File: src/rtl/motor_ramp_ctrl.sv
// -----------------------------------------------------------------------------
// motor_ramp_ctrl
// Per-motor duty-ramp and protection sequencer. It takes a target duty and a
// ramp step from the SPI register decoder and slews the applied duty toward
// the target once per 1 us tick. Braking is sequenced as ramp-to-zero followed
// by a brake hold. A filtered driver fault forces a safe state.
//
// Optional feature macro: RAMP_FAULT_AUTORECOVER_EN
//   When it is defined, FAULT also returns to IDLE by itself once the
//   synchronized nfault has stayed high for FAULT_FILTER cycles. fault_sticky
//   stays set until a ctrl[0] write.
//
// Ports
//   clk_100m        in   system clock
//   rst_n_syn       in   synchronous active-low reset
//   data_mosi[31:0] in   SPI write data
//   data_mosi_rdy   in   one-cycle write strobe (data_mosi/addr valid)
//   addr[15:0]      in   SPI register address (8 target, 9 step, 10 ctrl)
//   nfault          in   raw driver fault, active-low, asynchronous
//   pwm_cycle[23:0] in   current PWM period, the duty ceiling
//   duty_out[23:0]  out  applied duty
//   brake_out       out  brake command (BRAKE and FAULT)
//   droff_out       out  driver-off command (FAULT)
//   ramp_busy       out  high in RAMP_UP / RAMP_DOWN
//   ramp_status_reg out  {state[2:0], fault_sticky, 4'b0, duty_out[23:0]}
// -----------------------------------------------------------------------------
module motor_ramp_ctrl (
    input  logic        clk_100m,
    input  logic        rst_n_syn,
    input  logic [31:0] data_mosi,
    input  logic        data_mosi_rdy,
    input  logic [15:0] addr,
    input  logic        nfault,
    input  logic [23:0] pwm_cycle,
    output logic [23:0] duty_out,
    output logic        brake_out,
    output logic        droff_out,
    output logic        ramp_busy,
    output logic [31:0] ramp_status_reg
);

    localparam logic [15:0] ADDR_RAMP_TARGET  = 16'd8;
    localparam logic [15:0] ADDR_RAMP_STEP    = 16'd9;
    localparam logic [15:0] ADDR_RAMP_CTRL    = 16'd10;
    localparam int          TICK_DIV          = 100;
    localparam logic [23:0] RAMP_STEP_DEFAULT = 24'd64;
    localparam int          FAULT_FILTER      = 8;

    localparam logic [6:0]  TICK_LAST   = 7'(TICK_DIV - 1);
    localparam logic [3:0]  FILTER_MAX  = 4'(FAULT_FILTER);
    localparam logic [3:0]  FILTER_LAST = 4'(FAULT_FILTER - 1);

    typedef enum logic [2:0] {
        ST_IDLE      = 3'd0,
        ST_RAMP_UP   = 3'd1,
        ST_RAMP_DOWN = 3'd2,
        ST_BRAKE     = 3'd3,
        ST_FAULT     = 3'd4
    } state_t;

    state_t      state_q, state_d;
    logic [23:0] duty_q, duty_d;
    logic        brake_q, droff_q, busy_q;
    logic [23:0] target_q, target_d;
    logic        brk_req_q, brk_req_d;
    logic [23:0] step_q, step_d;
    logic [6:0]  tick_cnt_q, tick_cnt_d;
    logic        nf_meta_q, nf_sync_q;
    logic [3:0]  low_cnt_q, low_cnt_d;
    logic        sticky_q, sticky_d;
`ifdef RAMP_FAULT_AUTORECOVER_EN
    logic [3:0]  high_cnt_q, high_cnt_d;
`endif

    logic        wr_target, wr_step, wr_ctrl;
    logic        tick, fault_det, clear_ok;
    logic [23:0] eff;
    logic [24:0] eff_w, duty_w, step_w, stepped_w;
    logic [23:0] ramp_duty;
    logic        unused_bits;

    assign unused_bits = ^data_mosi[31:25];

    assign wr_target = data_mosi_rdy && (addr == ADDR_RAMP_TARGET);
    assign wr_step   = data_mosi_rdy && (addr == ADDR_RAMP_STEP);
    assign wr_ctrl   = data_mosi_rdy && (addr == ADDR_RAMP_CTRL);
    assign tick      = (tick_cnt_q == TICK_LAST);
    // The 8th consecutive low synchronized sample declares the fault.
    assign fault_det = !nf_sync_q && (low_cnt_q >= FILTER_LAST);
    // A clear is honoured only while the driver no longer reports a fault.
    assign clear_ok  = wr_ctrl && data_mosi[0] && nf_sync_q;

    // A pending brake request drives the effective target to zero.
    assign eff = brk_req_q ? 24'd0 : ((target_q < pwm_cycle) ? target_q : pwm_cycle);

    // One ramp step toward eff, in 25 bits so neither direction can wrap.
    // The step never passes eff; a zero step jumps straight to it.
    assign eff_w  = {1'b0, eff};
    assign duty_w = {1'b0, duty_q};
    assign step_w = {1'b0, step_q};
    always_comb begin
        stepped_w = eff_w;
        if (step_q != 24'd0) begin
            if (eff_w > duty_w) begin
                stepped_w = ((eff_w - duty_w) <= step_w) ? eff_w : (duty_w + step_w);
            end else begin
                stepped_w = ((duty_w - eff_w) <= step_w) ? eff_w : (duty_w - step_w);
            end
        end
    end

    always_comb begin
        state_d    = state_q;
        duty_d     = duty_q;
        target_d   = target_q;
        brk_req_d  = brk_req_q;
        step_d     = step_q;
        sticky_d   = sticky_q;
        ramp_duty  = tick ? stepped_w[23:0] : duty_q;
        tick_cnt_d = tick ? 7'd0 : (tick_cnt_q + 7'd1);
        low_cnt_d  = nf_sync_q ? 4'd0 :
                     ((low_cnt_q == FILTER_MAX) ? low_cnt_q : (low_cnt_q + 4'd1));
`ifdef RAMP_FAULT_AUTORECOVER_EN
        high_cnt_d = ((state_q == ST_FAULT) && nf_sync_q) ?
                     ((high_cnt_q == FILTER_MAX) ? high_cnt_q : (high_cnt_q + 4'd1)) : 4'd0;
`endif

        if (wr_target) begin
            target_d  = data_mosi[23:0];
            brk_req_d = data_mosi[24];
        end
        if (wr_step) begin
            step_d = data_mosi[23:0];
        end
        if (clear_ok) begin
            sticky_d = 1'b0;
        end

        if (fault_det) begin
            state_d  = ST_FAULT;
            duty_d   = 24'd0;
            sticky_d = 1'b1;
        end else begin
            case (state_q)
                ST_IDLE: begin
                    if (brk_req_q)          state_d = ST_RAMP_DOWN;
                    else if (eff > duty_q)  state_d = ST_RAMP_UP;
                    else if (eff < duty_q)  state_d = ST_RAMP_DOWN;
                end
                ST_RAMP_UP, ST_RAMP_DOWN: begin
                    // Direction is re-derived every cycle from the current
                    // duty, so a retarget mid-ramp cannot overshoot.
                    duty_d = ramp_duty;
                    if (ramp_duty == eff)      state_d = brk_req_q ? ST_BRAKE : ST_IDLE;
                    else if (eff > ramp_duty)  state_d = ST_RAMP_UP;
                    else                       state_d = ST_RAMP_DOWN;
                end
                ST_BRAKE: begin
                    duty_d = 24'd0;
                    // Releases on the write edge itself, not a cycle later.
                    if (wr_target && !data_mosi[24]) state_d = ST_IDLE;
                end
                ST_FAULT: begin
                    duty_d = 24'd0;
                    if (clear_ok) begin
                        state_d   = ST_IDLE;
                        target_d  = 24'd0;
                        brk_req_d = 1'b0;
                    end
`ifdef RAMP_FAULT_AUTORECOVER_EN
                    else if (nf_sync_q && (high_cnt_q >= FILTER_LAST)) begin
                        state_d   = ST_IDLE;
                        target_d  = 24'd0;
                        brk_req_d = 1'b0;
                    end
`endif
                end
                default: begin
                    state_d = ST_FAULT;
                    duty_d  = 24'd0;
                end
            endcase
        end
    end

    always_ff @(posedge clk_100m) begin
        if (!rst_n_syn) begin
            state_q    <= ST_IDLE;
            duty_q     <= 24'd0;
            brake_q    <= 1'b0;
            droff_q    <= 1'b0;
            busy_q     <= 1'b0;
            target_q   <= 24'd0;
            brk_req_q  <= 1'b0;
            step_q     <= RAMP_STEP_DEFAULT;
            tick_cnt_q <= 7'd0;
            nf_meta_q  <= 1'b1;
            nf_sync_q  <= 1'b1;
            low_cnt_q  <= 4'd0;
            sticky_q   <= 1'b0;
`ifdef RAMP_FAULT_AUTORECOVER_EN
            high_cnt_q <= 4'd0;
`endif
        end else begin
            state_q    <= state_d;
            duty_q     <= duty_d;
            brake_q    <= (state_d == ST_BRAKE) || (state_d == ST_FAULT);
            droff_q    <= (state_d == ST_FAULT);
            busy_q     <= (state_d == ST_RAMP_UP) || (state_d == ST_RAMP_DOWN);
            target_q   <= target_d;
            brk_req_q  <= brk_req_d;
            step_q     <= step_d;
            tick_cnt_q <= tick_cnt_d;
            nf_meta_q  <= nfault;
            nf_sync_q  <= nf_meta_q;
            low_cnt_q  <= low_cnt_d;
            sticky_q   <= sticky_d;
`ifdef RAMP_FAULT_AUTORECOVER_EN
            high_cnt_q <= high_cnt_d;
`endif
        end
    end

    assign duty_out        = duty_q;
    assign brake_out       = brake_q;
    assign droff_out       = droff_q;
    assign ramp_busy       = busy_q;
    assign ramp_status_reg = {state_q, sticky_q, 4'b0000, duty_q};

endmodule

File: config.mk
export PLATFORM = sky130hd
export DESIGN_NAME = motor_ramp_ctrl
export DESIGN_NICKNAME = d
export VERILOG_FILES = /design/src/rtl/motor_ramp_ctrl.sv
export SDC_FILE = /design/constraint.sdc
export NUM_CORES = 1
export LEC_CHECK = 0
export ABC_AREA = 1
export BUFFER_PORTS_ARGS = -buffer_cell sky130_fd_sc_hd__buf_2
export CAP_MARGIN = 20
export CORE_MARGIN = 1
export CORE_UTILIZATION = 60
export CTS_CLUSTER_DIAMETER = 60
export DETAILED_ROUTE_END_ITERATION = 12
export HOLD_SLACK_MARGIN = 0.15
export PLACE_DENSITY = 0.82
export SYNTH_ARGS = -nofsm -noshare
export SYNTH_HDL_FRONTEND = slang
export SYNTH_SLANG_ARGS = --single-unit
File: constraint.sdc
create_clock -name clk_100m -period 10.6 [get_ports clk_100m]
set_input_delay 1.59 -clock clk_100m [delete_from_list [all_inputs] [get_ports clk_100m]]
set_output_delay 1.59 -clock clk_100m [all_outputs]
set_load 0.1 [all_outputs]
# Word level (Yosys, flattened, before mapping)
# Cells that the tools add are included.
[op_classes]
addsub = 6
multipliers = 0
div_mod_pow = 0
n_lt_le_gt_ge = 8
eq_ne = 14
n_shift = 0
muxes = 28
n_bitwise = 1
n_reduce_logical = 18
[ops]
columns = ["operator", "count"]
rows = [
  ["$mux W24", 11],
  ["$gt A24 B24 Y1", 3],
  ["$le A25 B24 Y1", 2],
  ["$sub A24 B24 Y25", 2],
  ["$eq A16 B4 Y1 const B", 3],
  ["$lt A24 B24 Y1", 2],
  ["$pmux W24 S2", 1],
  ["$add A24 B24 Y24", 1],
  ["$eq A24 B24 Y1", 1],
  ["$reduce_bool A24 Y1", 1],
  ["$sub A24 B24 Y24", 1],
  ["$mux W3", 6],
  ["$eq A3 B2 Y1 const B", 4],
  ["$pmux W3 S4", 1],
  ["$reduce_or A2 Y1", 4],
  ["$add A7 B1 Y7 const B", 1],
  ["$eq A7 B7 Y1 const B", 1],
  ["$logic_and A1 B1 Y1", 7],
  ["$eq A3 B1 Y1 const B", 2],
  ["$eq A3 B3 Y1 const B", 2],
  ["$mux W1", 6],
  ["$mux W2", 3],
  ["$add A4 B1 Y4 const B", 1],
  ["$eq A4 B4 Y1 const B", 1],
  ["other kinds (6)", 8],
]
[word_totals]
ff_bits = 93
latch_bits = 0
ramBits = 0
romBits = 0
input_bits = 76
out_inout_bits = 59
wordCells = 88
mem_count = 0

# Longest topological paths before layout
[depth]
ltp_word = 16
mapped_depth = 60

# Least setup slack after synthesis
# Ideal clock, no wire load.
[synth_path]
path_type = "in2reg"
from = "input pwm_cycle[15]"
to = "register busy_q (netlist: ramp_busy)"
arrival_ns = 8.105
required_ns = 10.484
slack_ns = 2.379
path_stages = 47
path_buffers = 3
cell_sequence = "inv_1 ha_1 a21o_1 nor2_1 nand2_1 a21oi_4 nand2_4 inv_1 clkbuf_1 nor2_1 nor3_1 ha_1 buf_4 a31oi_1 nand2_1 a211oi_1 o21ai_0 a21oi_1 [11 not listed] nand2_1 nand2_1 nand2_1 inv_1 ha_1 nand2_1 nor3_1 inv_1 nor3_1 a21oi_1 o211ai_1 a211o_1 a32oi_1 o21ai_0 and2_1 nand2_1 nand2_1 a21oi_1"
[synth_via]
elab_chain_len = 16
[synth_lines]
columns = ["element", "line", "rtl"]
rows = [
  ["from (decl)", "34", "input logic [23:0] pwm_cycle,"],
  ["$lt A24 B24 Y1", "94", "assign eff = brk_req_q ? 24'd0 : ((target_q < pwm_cycle) ? target_q : pwm_cycle);"],
  ["$mux W24 * (2 in a row)", "94", ""],
  ["$sub A24 B24 Y25 (on tied branches)", "107, 105", ""],
  ["$le A25 B24 Y1 (on tied branches)", "107, 105", ""],
  ["$mux W24 (on tied branches)", "107, 105", ""],
  ["$mux W24", "104", "if (eff_w > duty_w) begin"],
  ["$mux W24", "103", "if (step_q != 24'd0) begin"],
  ["$mux W24", "119", "ramp_duty = tick ? stepped_w[23:0] : duty_q;"],
  ["$gt A24 B24 Y1", "155", "else if (eff > ramp_duty) state_d = ST_RAMP_UP;"],
  ["$mux W2", "155", ""],
  ["$mux W2", "154", "if (ramp_duty == eff) state_d = brk_req_q ? ST_BRAKE : ST_IDLE;"],
  ["$pmux W3 S4 *", "144", "case (state_q)"],
  ["$mux W3 *", "139", "if (fault_det) begin"],
  ["$eq A3 B1 Y1 or $eq A3 B2 Y1 (tied branches)", "209", "busy_q <= (state_d == ST_RAMP_UP) || (state_d == ST_RAMP_DOWN);"],
  ["$logic_or A1 B1 Y1 *", "209", ""],
  ["to (signal assigned)", "209", ""],
  ["to (decl)", "63", "logic brake_q, droff_q, busy_q;"],
]
# Mark *: on every way between the ends. The rest lies on a longest branch, timed or not.
# A chain may end at the register's enable or synchronous reset.

# Worst setup path in the final report
[layout_path]
from = "input pwm_cycle[23]"
to = "register busy_q (netlist: ramp_busy)"
# Same word-level chain as after synthesis.

==> impl_metrics.yaml <==
run_status:
  status: "finished clean"
setup_path:
  r2r_slack_ps: 2050
  crit_path_end_kind: "flop"
  crit_top_cell: "nand2_1"
  path_class: "in2reg"
  worstPathMaxFanout: 26
  crit_slowest_cell: "or4_1"
  cp_slowest_stage_delay_ps: 570
  cp-start-kind: "input port"
  critical_path_arrival_ps: 9880
  required_ps: 10890
yosys:
  synth-async-reset-ratio_pct: 0
  yosys_register_bits: 93
  synthDistinctLibCells: 60
  synth_xor_area_share_pct: 6.38
  avgSynthCellArea_um2: 6.32
  yosysTopAreaCell: "ha_1"
  synth_simple_gate_area_share_pct: 27.0
  synthMuxAreaShare_pct: 0
  synth-edff-count: 0
  ys_warn_count: 0
  synth.cell_area_mm2: 0.0125
  synth_area_leaders: "ha_1 (19%), dfxtp_1 (15%), nand2_1 (13%)"
  synth-adder-area-share_pct: 19.4
  synth_compound_area_share_pct: 19.3
  synth_flop_cell: "dfxtp_1"
  synth_top_area_share_pct: 18.9
  synth_top_family_by_area: "simple AND/OR/NAND/NOR gates"
  syn_inst: 1979
  ys_seq_area_share_pct: 14.9
drt:
  highest_layer: "met4"
  dr_total_vias: 13400
  met2_length_um: 17300
  ant_nets: 0
  wl_met1_um: 18000
  wire_per_inst_um: 17.5
  first_iter_violations: 1436
  route.met3.wl_um: 4210
  drt_wl_total_um: 40600
  viasPerCell: 5.79
  drc: 0
  first_pass_iters: 6
clock_tree:
  postCtsSetupRepairBufs: 0
  insertion_delay_ps: 360
  hold_buffers: 0
  cts-root-buf: "clkbuf_16"
  cts_tree: "done"
  cts.htree.levels: 3
  cts_buffers: 9
  clock_path_buffers: 2
  cts.reportedPaths.clkPinSlew_ps: 70
  numClockSinks: 93
  post_cts_resized: 0
layout:
  num_antenna_cells: 0
  fillers: 1949
  mostFrequentLayoutCells: "nand2_1 (446), inv_1 (255), a21oi_1 (248)"
  final_common_cell: "nand2_1"
  drive_above_1_share_pct: 10.6
  area_delta_synth_final_pct: 7.35
  nets: 2307
  multi_input_comb_area_mm2: 0.00903
  regArea_mm2: 0.00186
global_routing:
  gr-total-overflow: 0
  track_usage_pct: 37.7
  grt_first_pass_wirelength_um: 63900
  grt_pass1_vias: 12300
  grt_max_degree: 49
  antenna_found_initial: 0
place:
  port_buffers: 123
  dp_hpwl_um: 32500
  gp_congestion: 0.968
  pre_cts_slack_ps: 892
sta:
  drv_slew: 0
  min_period_ps: 9580
  fin_skew_ps: 9.81
  hold_viol: 0
  tightest_slew_ps: 874
  timing.slew.headroom_pct: 41.3
  finalSetupTns_ps: 0
  rsz0062_at_grt: "no"
  min_period_over_period_pct: 90.4
  finalSetupViolations: 0
  fmax_mhz: 104
  worst_slack_ps: 1020
power:
  peakVddDrop_mv: 0.0906
  power.density_mw_per_mm2: 56.7
  p_leak_uw: 0.00726
floorplanning:
  io_pins: 135
  die_x_um: 146
  row_count: 52
  die_h_um: 146
  die_area_mm2: 0.0214
  core_mm2: 0.0203
  initial_core_util_pct: 61.6
worst_hold_path:
  hold_class: "reg2reg"
job:
  maxCapViolCount: 0
[routing by layer]
metal | vias to the layer above | GRT usage [%]
met3 | 71 | 4.47
met5 | - | 0
li1 | 6574 | -
met1 | 6032 | 54.0
met4 | 0 | 11.5
met2 | 723 | 58.7
[worst max-delay path, delay by kind of cell]
kind / cells / cell delay [ps]
XOR/XNOR: 1 / 120
adder cells (fa/ha/maj): 4 / 1260
AO/OA/AOI/OAI: 11 / 2520
AND/OR/NAND/NOR: 24 / 3370
buffers and inverters: 7 / 970
[where the power goes]
| part | internal, uW | total [uW] | switching, uW |
|---|---|---|---|
| Sequential | 351 | 352 | 1.14 |
| Combinational | 16.3 | 48.5 | 32.2 |
| Clock | 207 | 361 | 154 |
[cells by family (layout without fill, tap and decap cells)]
| kind of cell | Yosys count | count (layout) |
|---|---|---|
| XOR/XNOR | 91 | 91 |
| flip-flops | 93 | 93 |
| AO/OA/AOI/OAI | 436 | 436 |
| adder cells (fa/ha/maj) | 192 | 192 |
| other | 1 | 4 |
| buffers and inverters | 371 | 433 |
| AND/OR/NAND/NOR | 795 | 795 |
[state kept, by name, indices dropped and copies added, names as in the netlist, 3 cells and up]
name        cells
duty_out       24
low_cnt_q       4
state_q         3
step_q         24
target_q       24
tick_cnt_q      7
[path summary, 6_finish.rpt]
kind                 start         to  cells past startpoint
max          pwm_cycle[23]  ramp_busy                     47
min              nf_meta_q  nf_sync_q                      1
min reg2reg      nf_meta_q  nf_sync_q                      1
max reg2reg   target_q[19]  ramp_busy                     45
[stage by stage]
step / cells / utilization (%) / instance area [um^2] / hold WS, ps / total power [uW]
finish: 2314 / 66.1 / 13400 / 420 / 761
global route: 2314 / 66.1 / 13400 / 431 / 779
CTS: 2313 / 66.0 / 13400 / 422 / 759
detailed placement: 2297 / 64.4 / 13100 / 403 / 406
global placement: 2297 / 64.4 / 13100 / 397 / 405
floorplan: 1982 / - / 12500 / 393 / 384
[final cells by class]
class                           instances  area share [%]
Inverter                              264            7.40
Tap cell                              270            2.52
Timing Repair Buffer                  153            6.51
Clock inverter                          6           0.643
Multi-Input combinational cell       1518            67.3
Clock buffer                           10            1.71
Sequential cell                        93            13.9
[cell usage after synthesis, drive strengths merged (2+ instances only)]
master	n
a211oi	11
a21boi	5
a21o	7
a21oi	258
a31oi	7
and2	2
and3	2
buf	60
clkbuf	45
dfxtp	93
dlygate4sd1	2
fa	3
ha	189
inv	263
nand2	459
nand3	70
nand3b	3
nand4	30
nor2	178
nor3	34
nor3b	2
nor4	11
o2111ai	2
o211ai	9
o21a	7
o21ai	107
o21bai	8
o221ai	2
o22ai	2
o31ai	6
or2	2
xnor2	13
xor2	78
Power figures use the tool's default switching activity.
